==> src/rtl/uart_tx_cfg.sv <==
// Configurable UART transmitter: start bit, DATA_BITS data bits LSB first,
// optional odd/even parity, STOP_BITS stop bits, BIT_TIME clocks per bit.
module uart_tx_cfg #(
    parameter int DATA_BITS = 8,
    parameter int BIT_TIME  = 1300,
    parameter int PARITY    = 0,
    parameter int STOP_BITS = 1
) (
    input  logic                 clk,
    input  logic                 clr_n,
    input  logic [DATA_BITS-1:0] tx_data,
    input  logic                 tx_valid,
    output logic                 tdre,
    output logic                 tx_done,
    output logic                 TxD
);

    generate
        if (DATA_BITS < 5 || DATA_BITS > 9) begin : g_bad_data_bits
            $error("uart_tx_cfg: DATA_BITS must be 5..9");
        end
        if (BIT_TIME < 2) begin : g_bad_bit_time
            $error("uart_tx_cfg: BIT_TIME must be at least 2");
        end
        if (PARITY < 0 || PARITY > 2) begin : g_bad_parity
            $error("uart_tx_cfg: PARITY must be 0, 1 or 2");
        end
        if (STOP_BITS < 1 || STOP_BITS > 2) begin : g_bad_stop_bits
            $error("uart_tx_cfg: STOP_BITS must be 1 or 2");
        end
    endgenerate

    // The guard only matters for illegal BIT_TIME, which elaboration rejects anyway.
    localparam int BAUD_W = (BIT_TIME > 1) ? $clog2(BIT_TIME) : 1;
    localparam int BIT_W  = $clog2(DATA_BITS);

    localparam logic [BAUD_W-1:0] BAUD_LAST = BAUD_W'(BIT_TIME - 1);
    localparam logic [BIT_W-1:0]  DATA_LAST = BIT_W'(DATA_BITS - 1);
    localparam logic [BIT_W-1:0]  STOP_LAST = BIT_W'(STOP_BITS - 1);

    typedef enum logic [2:0] {
        ST_IDLE,
        ST_START,
        ST_DATA,
        ST_PARITY,
        ST_STOP
    } state_t;

    state_t                 state_reg;
    logic [BAUD_W-1:0]      baud_reg;
    logic [BIT_W-1:0]       bit_reg;
    logic [DATA_BITS-1:0]   shift_reg;
    logic                   parity_reg;
    logic                   txd_reg;
    logic                   tdre_reg;
    logic                   done_reg;
    logic                   bit_end;

    assign bit_end = (baud_reg == BAUD_LAST);

    // TxD is registered and loaded with the level of the bit being entered,
    // so the line changes exactly on the state transition edge.
    always_ff @(posedge clk or negedge clr_n) begin
        if (!clr_n) begin
            state_reg  <= ST_IDLE;
            baud_reg   <= '0;
            bit_reg    <= '0;
            shift_reg  <= '0;
            parity_reg <= 1'b0;
            txd_reg    <= 1'b1;
            tdre_reg   <= 1'b1;
            done_reg   <= 1'b0;
        end else begin
            done_reg <= 1'b0;
            case (state_reg)
                ST_IDLE: begin
                    baud_reg <= '0;
                    bit_reg  <= '0;
                    if (tx_valid) begin
                        shift_reg  <= tx_data;
                        parity_reg <= (PARITY == 1) ? ~^tx_data : ^tx_data;
                        state_reg  <= ST_START;
                        txd_reg    <= 1'b0;
                        tdre_reg   <= 1'b0;
                    end
                end
                ST_START: begin
                    if (bit_end) begin
                        baud_reg  <= '0;
                        state_reg <= ST_DATA;
                        txd_reg   <= shift_reg[0];
                        shift_reg <= shift_reg >> 1;
                    end else begin
                        baud_reg <= baud_reg + 1'b1;
                    end
                end
                ST_DATA: begin
                    if (bit_end) begin
                        baud_reg <= '0;
                        if (bit_reg == DATA_LAST) begin
                            bit_reg <= '0;
                            if (PARITY != 0) begin
                                state_reg <= ST_PARITY;
                                txd_reg   <= parity_reg;
                            end else begin
                                state_reg <= ST_STOP;
                                txd_reg   <= 1'b1;
                            end
                        end else begin
                            bit_reg   <= bit_reg + 1'b1;
                            txd_reg   <= shift_reg[0];
                            shift_reg <= shift_reg >> 1;
                        end
                    end else begin
                        baud_reg <= baud_reg + 1'b1;
                    end
                end
                ST_PARITY: begin
                    if (bit_end) begin
                        baud_reg  <= '0;
                        state_reg <= ST_STOP;
                        txd_reg   <= 1'b1;
                    end else begin
                        baud_reg <= baud_reg + 1'b1;
                    end
                end
                ST_STOP: begin
                    if (bit_end) begin
                        baud_reg <= '0;
                        if (bit_reg == STOP_LAST) begin
                            bit_reg   <= '0;
                            state_reg <= ST_IDLE;
                            tdre_reg  <= 1'b1;
                            done_reg  <= 1'b1;
                        end else begin
                            bit_reg <= bit_reg + 1'b1;
                        end
                    end else begin
                        baud_reg <= baud_reg + 1'b1;
                    end
                end
                default: begin
                    state_reg <= ST_IDLE;
                    baud_reg  <= '0;
                    bit_reg   <= '0;
                    txd_reg   <= 1'b1;
                    tdre_reg  <= 1'b1;
                end
            endcase
        end
    end

    assign tdre    = tdre_reg;
    assign tx_done = done_reg;
    assign TxD     = txd_reg;

endmodule
==> config.mk <==
export PLATFORM = sky130hd
export DESIGN_NAME = uart_tx_cfg
export DESIGN_NICKNAME = d
export VERILOG_FILES = /design/src/rtl/uart_tx_cfg.sv
export SDC_FILE = /design/constraint.sdc
export NUM_CORES = 1
export LEC_CHECK = 0
export ABC_AREA = 1
export CAP_MARGIN = 20
export CORE_MARGIN = 5
export CORE_UTILIZATION = 51
export CTS_CLUSTER_DIAMETER = 30
export DETAILED_ROUTE_END_ITERATION = 6
export PLACE_DENSITY = 0.74
export SYNTH_ARGS = -nofsm -noshare
export SYNTH_HDL_FRONTEND = slang
export SYNTH_SLANG_ARGS = --single-unit
==> constraint.sdc <==
create_clock -name clk -period 1.5 [get_ports clk]
set_clock_uncertainty 0.1 [all_clocks]
set_input_delay 0.225 -clock clk [delete_from_list [all_inputs] [get_ports clk]]
set_output_delay 0.225 -clock clk [all_outputs]
set_load 0.01 [all_outputs]
; Word-level counts from Yosys, hierarchy flattened
; Index checks and enable logic that the tools add are counted.
[totals]
ff_bits = 28
latch_bits = 0
mem_bits_rw = 0
mem_bits_ro = 0
inputBits = 11
output_inout_bits = 3
mem_count = 0
[classes]
addsub = 2
mul = 0
n_div = 0
order_cmp = 0
n_eq_ne = 14
shift = 0
mux = 32
n_bitwise = 3
n_reduce_logical = 11
[op_table]
columns = op, n
row1 = 3-bit two-way mux, 11
row2 = 8-bit two-way mux, 4
row3 = 8-bit one-hot mux with 3 select lines, 1
row4 = 11-bit two-way mux, 2
row5 = 2-bit inequality test (second input constant), 8
row6 = 3-bit one-hot mux with 5 select lines, 1
row7 = 11-bit by 1-bit adder with 11-bit output (second input constant), 1
row8 = 11-bit equality test (second input constant), 1
row9 = 1-bit two-way mux, 10
row10 = 5-bit AND reduction, 2
row11 = 3-bit one-hot mux with 3 select lines, 1
row12 = 7-bit AND reduction, 1
row13 = 3-bit by 2-bit equality test with 1-bit output (second input constant), 2
row14 = 3-bit equality test (second input constant), 2
row15 = 3-bit zero test, 2
row16 = 1-bit one-hot mux with 5 select lines, 1
row17 = 4-bit AND reduction, 1
row18 = 4-bit OR reduction, 1
row19 = 3-bit by 1-bit adder with 3-bit output (second input constant), 1
row20 = 3-bit by 1-bit equality test with 1-bit output (second input constant), 1
row21 = 1-bit NOT, 3
row22 = 1-bit one-hot mux with 3 select lines, 1
row23 = 3-bit AND reduction, 1
row24 = 3-bit nonzero test, 1
row25 = other kinds (2), 2

; Depth between registers and ports, before layout
[logic_depth]
depth_word = 4
mapped_depth = 9
depth_no_buf = 9

; Worst setup path after synthesis
; Ideal clock, no wire load.
[synth_path]
path_type = register -> register
from = register baud_reg[0]
to = register state_reg[1]
setup_ns = 0.117
t_arrival_ns = 1.354
t_required_ns = 1.283
path_slack_ns = -0.071
path_stages_with_launch = 9
path_buffers = 0
path_cell_list = dfrtp_1 -> ha_1 -> nand2_1 -> nor2_2 -> nand3_4 -> a21oi_4 -> nand2_1 -> nand2_1 -> nand2_1
[synth_between]
elab_chain_len = 3
[synth_lines]
columns = item, line
row1 = start: declaration, 50  ; logic [BAUD_W-1:0] baud_reg;
row2 = start signal: assignment, 94  ; baud_reg <= baud_reg + 1'b1;
row3 = start signal: assignment, 115  ; baud_reg <= baud_reg + 1'b1;
row4 = start signal: assignment, 124  ; baud_reg <= baud_reg + 1'b1;
row5 = 11-bit equality test (*), 59  ; assign bit_end = (baud_reg == BAUD_LAST);
row6 = 2-bit inequality test (no source line), n/a
row7 = 7-bit AND reduction (no source line) (*), n/a
row8 = end signal: assignment, 65  ; state_reg <= ST_IDLE;
row9 = end signal: assignment, 82  ; state_reg <= ST_START;
row10 = end signal: assignment, 90  ; state_reg <= ST_DATA;
row11 = end: declaration, 49  ; state_t state_reg;
; Every way passes the cells marked *; elsewhere a longest branch is shown, timed or not.
; A chain may end at the register's enable or synchronous reset.

; Worst setup path in the final report
[layout_path]
from = register baud_reg[1]
to = register state_reg[1]
; The elaborated chain is that of the path after synthesis.

==> out/qor.yml <==
setup_ws_ps: -78.55
cts_sinks: 28
fp.dieH_um: 68.55
period_share_pct: 105.2
peakVddDrop_uv: 1357
maxCapViolCount: 0
ys_warn_count: 0
final_nets: 286
maxSlewViolCount: 0
drive_gt1_share_pct: 38.15
cts-hold-fix-buffers: 0
setup_viol: 20
final_common_cell: "nand2_1"
htreeDepth: 1
viasPerCell: 4.997
grt_max_degree: 29
worstMarginPinSlew_ps: 289.9
synth_edf_count: 0
grt_setup_unrepaired: "true"
die_w_um: 68.55
drc_errors: 0
place_area_um2: 2081
clock_latency_ps: 350
cts-buffers-inserted: 3
port_buffers: 13
rows: 21
antenna_found_initial: 0
wirelength_mm: 4.101
worst_hold_slack_ps: 112.8
slew-limit-headroom_pct: 80.52
cts_tree: "done"
grt_usage_pct: 17.77
core_um2: 3337
routabilityCongestion: 0.8226
synth_ff_type: "dfrtp_1"
synthToLayoutAreaGrowth_pct: 35.36
initial_utilization_pct: 52.38
cp_max_fo: 5
yosysSeqAreaShare_pct: 40.23
p_per_area_nw_per_um2: 1600
ys_types: 30
cp.arrival_ps: 1740
critPathKind: "flip-flop to flip-flop"
violations: "negative setup slack"
min_period_ps: 1579
dr.pass1.iters: 4
ys_ff_latch: 28
ant_nets: 0
fmax_ghz: 0.6335
end_kind: "flip-flop"
p_leak_uw: 0.001120
synthCells: 224
syn_avg_cell_area_um2: 7.803
grt_pass1_wl_mm: 6.279
io_pins: 14
syn_nets: 239
hold_path.class: "input pin to asynchronous set/reset pin"
grt_pass1_vias: 1465
largest_reg_flops: 11
layout_common_cells: "nand2_1 (71), buf_4 (26), dfrtp_1 (22)"
diodes: 0
dpl.hpwl_mm: 2.614
tns_ps: -758.9
drtIter0Drc: 106
worstSetupStartpointType: "flip-flop"
status: "finished with violations"
fp.dieArea_um2: 4698
synthArstFlopShare_pct: 100.0
postLayoutCellArea_um2: 2366
grt-ovfl-total: 0
cp_data_required_time_ps: 1660
syn_area_um2: 1748
clk_pin_slew_ps: 160
clockBufferDepth: 2
root_buffer: "clkbuf_4"
finalHoldViolCount: 0
wl_per_cell_um: 12.98
vias: 1579
## metal layers
layer  global-route usage (%)  vias to the layer above  routed length (µm)
li1                         -                      793                   -
met1                    23.67                      752                1863
met2                    27.89                       29                2046
met3                    4.052                        5                 145
met4                    6.948                        0                  45
met5                        0                        -                   0
## cells in the mapped netlist, types with 2 or more instances
cell type  count  share of area, %
nand2_1       75                16
dfrtp_1       26                37
nor2_1        21               4.5
inv_1         20               4.3
nand3_1       15               4.3
nand2_2       10               3.6
nor3_1         9               2.6
nand2_4        6               3.9
ha_1           4               2.9
a21oi_1        3              0.86
inv_2          3              0.64
nor2_4         3               1.9
o21ai_2        3               1.5
xor2_1         3               1.5
a21oi_2        2               1.0
dfstp_2        2               3.0
inv_4          2              0.72
nand4_1        2              0.72
nor2_2         2              0.72
nor3b_2        2               1.4
o21ai_0        2              0.57
## worst max-delay path: stages, from the launching register on
cell and delay (ps):
dfrtp_1 420, ha_4 160, nand2_1 110, nor2_4 150
nand3_4 140, a21oi_4 210, nand2_2 80, nand2_1 60
nand2_1 50
## path summary, 6_finish.rpt
check | startpoint | to | slack (ps) | depth (start not counted)
min reg2reg | tdre$_DFFE_PN1P_ | tdre$_DFFE_PN1P_ | 370 | 2
max in group asynchronous | clr_n | TxD$_DFFE_PN1P_ | 960 | 2
max | baud_reg[1]$_DFF_PN0_ | state_reg[1]$_DFFE_PN0P_ | -80 | 8
min | clr_n | baud_reg[8]$_DFF_PN0_ | 110 | 2
min in group clk | tx_data[7] | shift_reg[7]$_DFFE_PN0P_ | 350 | 3
max reg2reg | baud_reg[1]$_DFF_PN0_ | state_reg[1]$_DFFE_PN0P_ | -80 | 8
## cell type report
class,instances,area [µm²]
inverter,26,120.1
clock inverter,1,30.03
fill,256,970.9
tap,46,57.56
multi-input combinational,170,1071
timing repair buffer,42,356.6
clock buffer,3,22.52
sequential,28,708.2
## logic make-up (layout without fill, tap and decap cells)
| kind of cell | Yosys count | in the layout | synth area share (%) |
|---|---|---|---|
| simple gates | 149 | 150 | 42.88 |
| xor+xnor | 4 | 4 | 2.005 |
| flops | 28 | 28 | 40.23 |
| fa+ha+maj | 4 | 4 | 2.863 |
| buf+inv | 27 | 72 | 6.729 |
| compound gates | 12 | 12 | 5.298 |
## power breakdown
group          switching, µW  total [µW]  internal (µW)  leakage [µW]
Clock                    246         517            271     0.0000279
Sequential               165        1130            966      0.000362
Combinational           1320        2140            813      0.000730
Total                   1740        3790           2050       0.00112
## stage by stage
stage	std cells	setup WS [ps]	util [%]	total power [µW]
floorplan	224	16.90	-	2492
CTS	307	-51.47	65.95	3576
global placement	299	-31.98	62.35	2956
global route	316	-175.4	70.90	4075
detailed placement	299	-42.85	62.35	2970
finish	316	-78.55	70.90	3785
## repair_timing
item / 4_1_cts / 5_1_grt
buffers inserted: 3 / 9
setup endpoints to repair: 15 / 21
cloned: 1 / 0
gates resized for setup: 17 / 32
pin swaps: 7 / 17
Power figures use the tool's default switching activity.
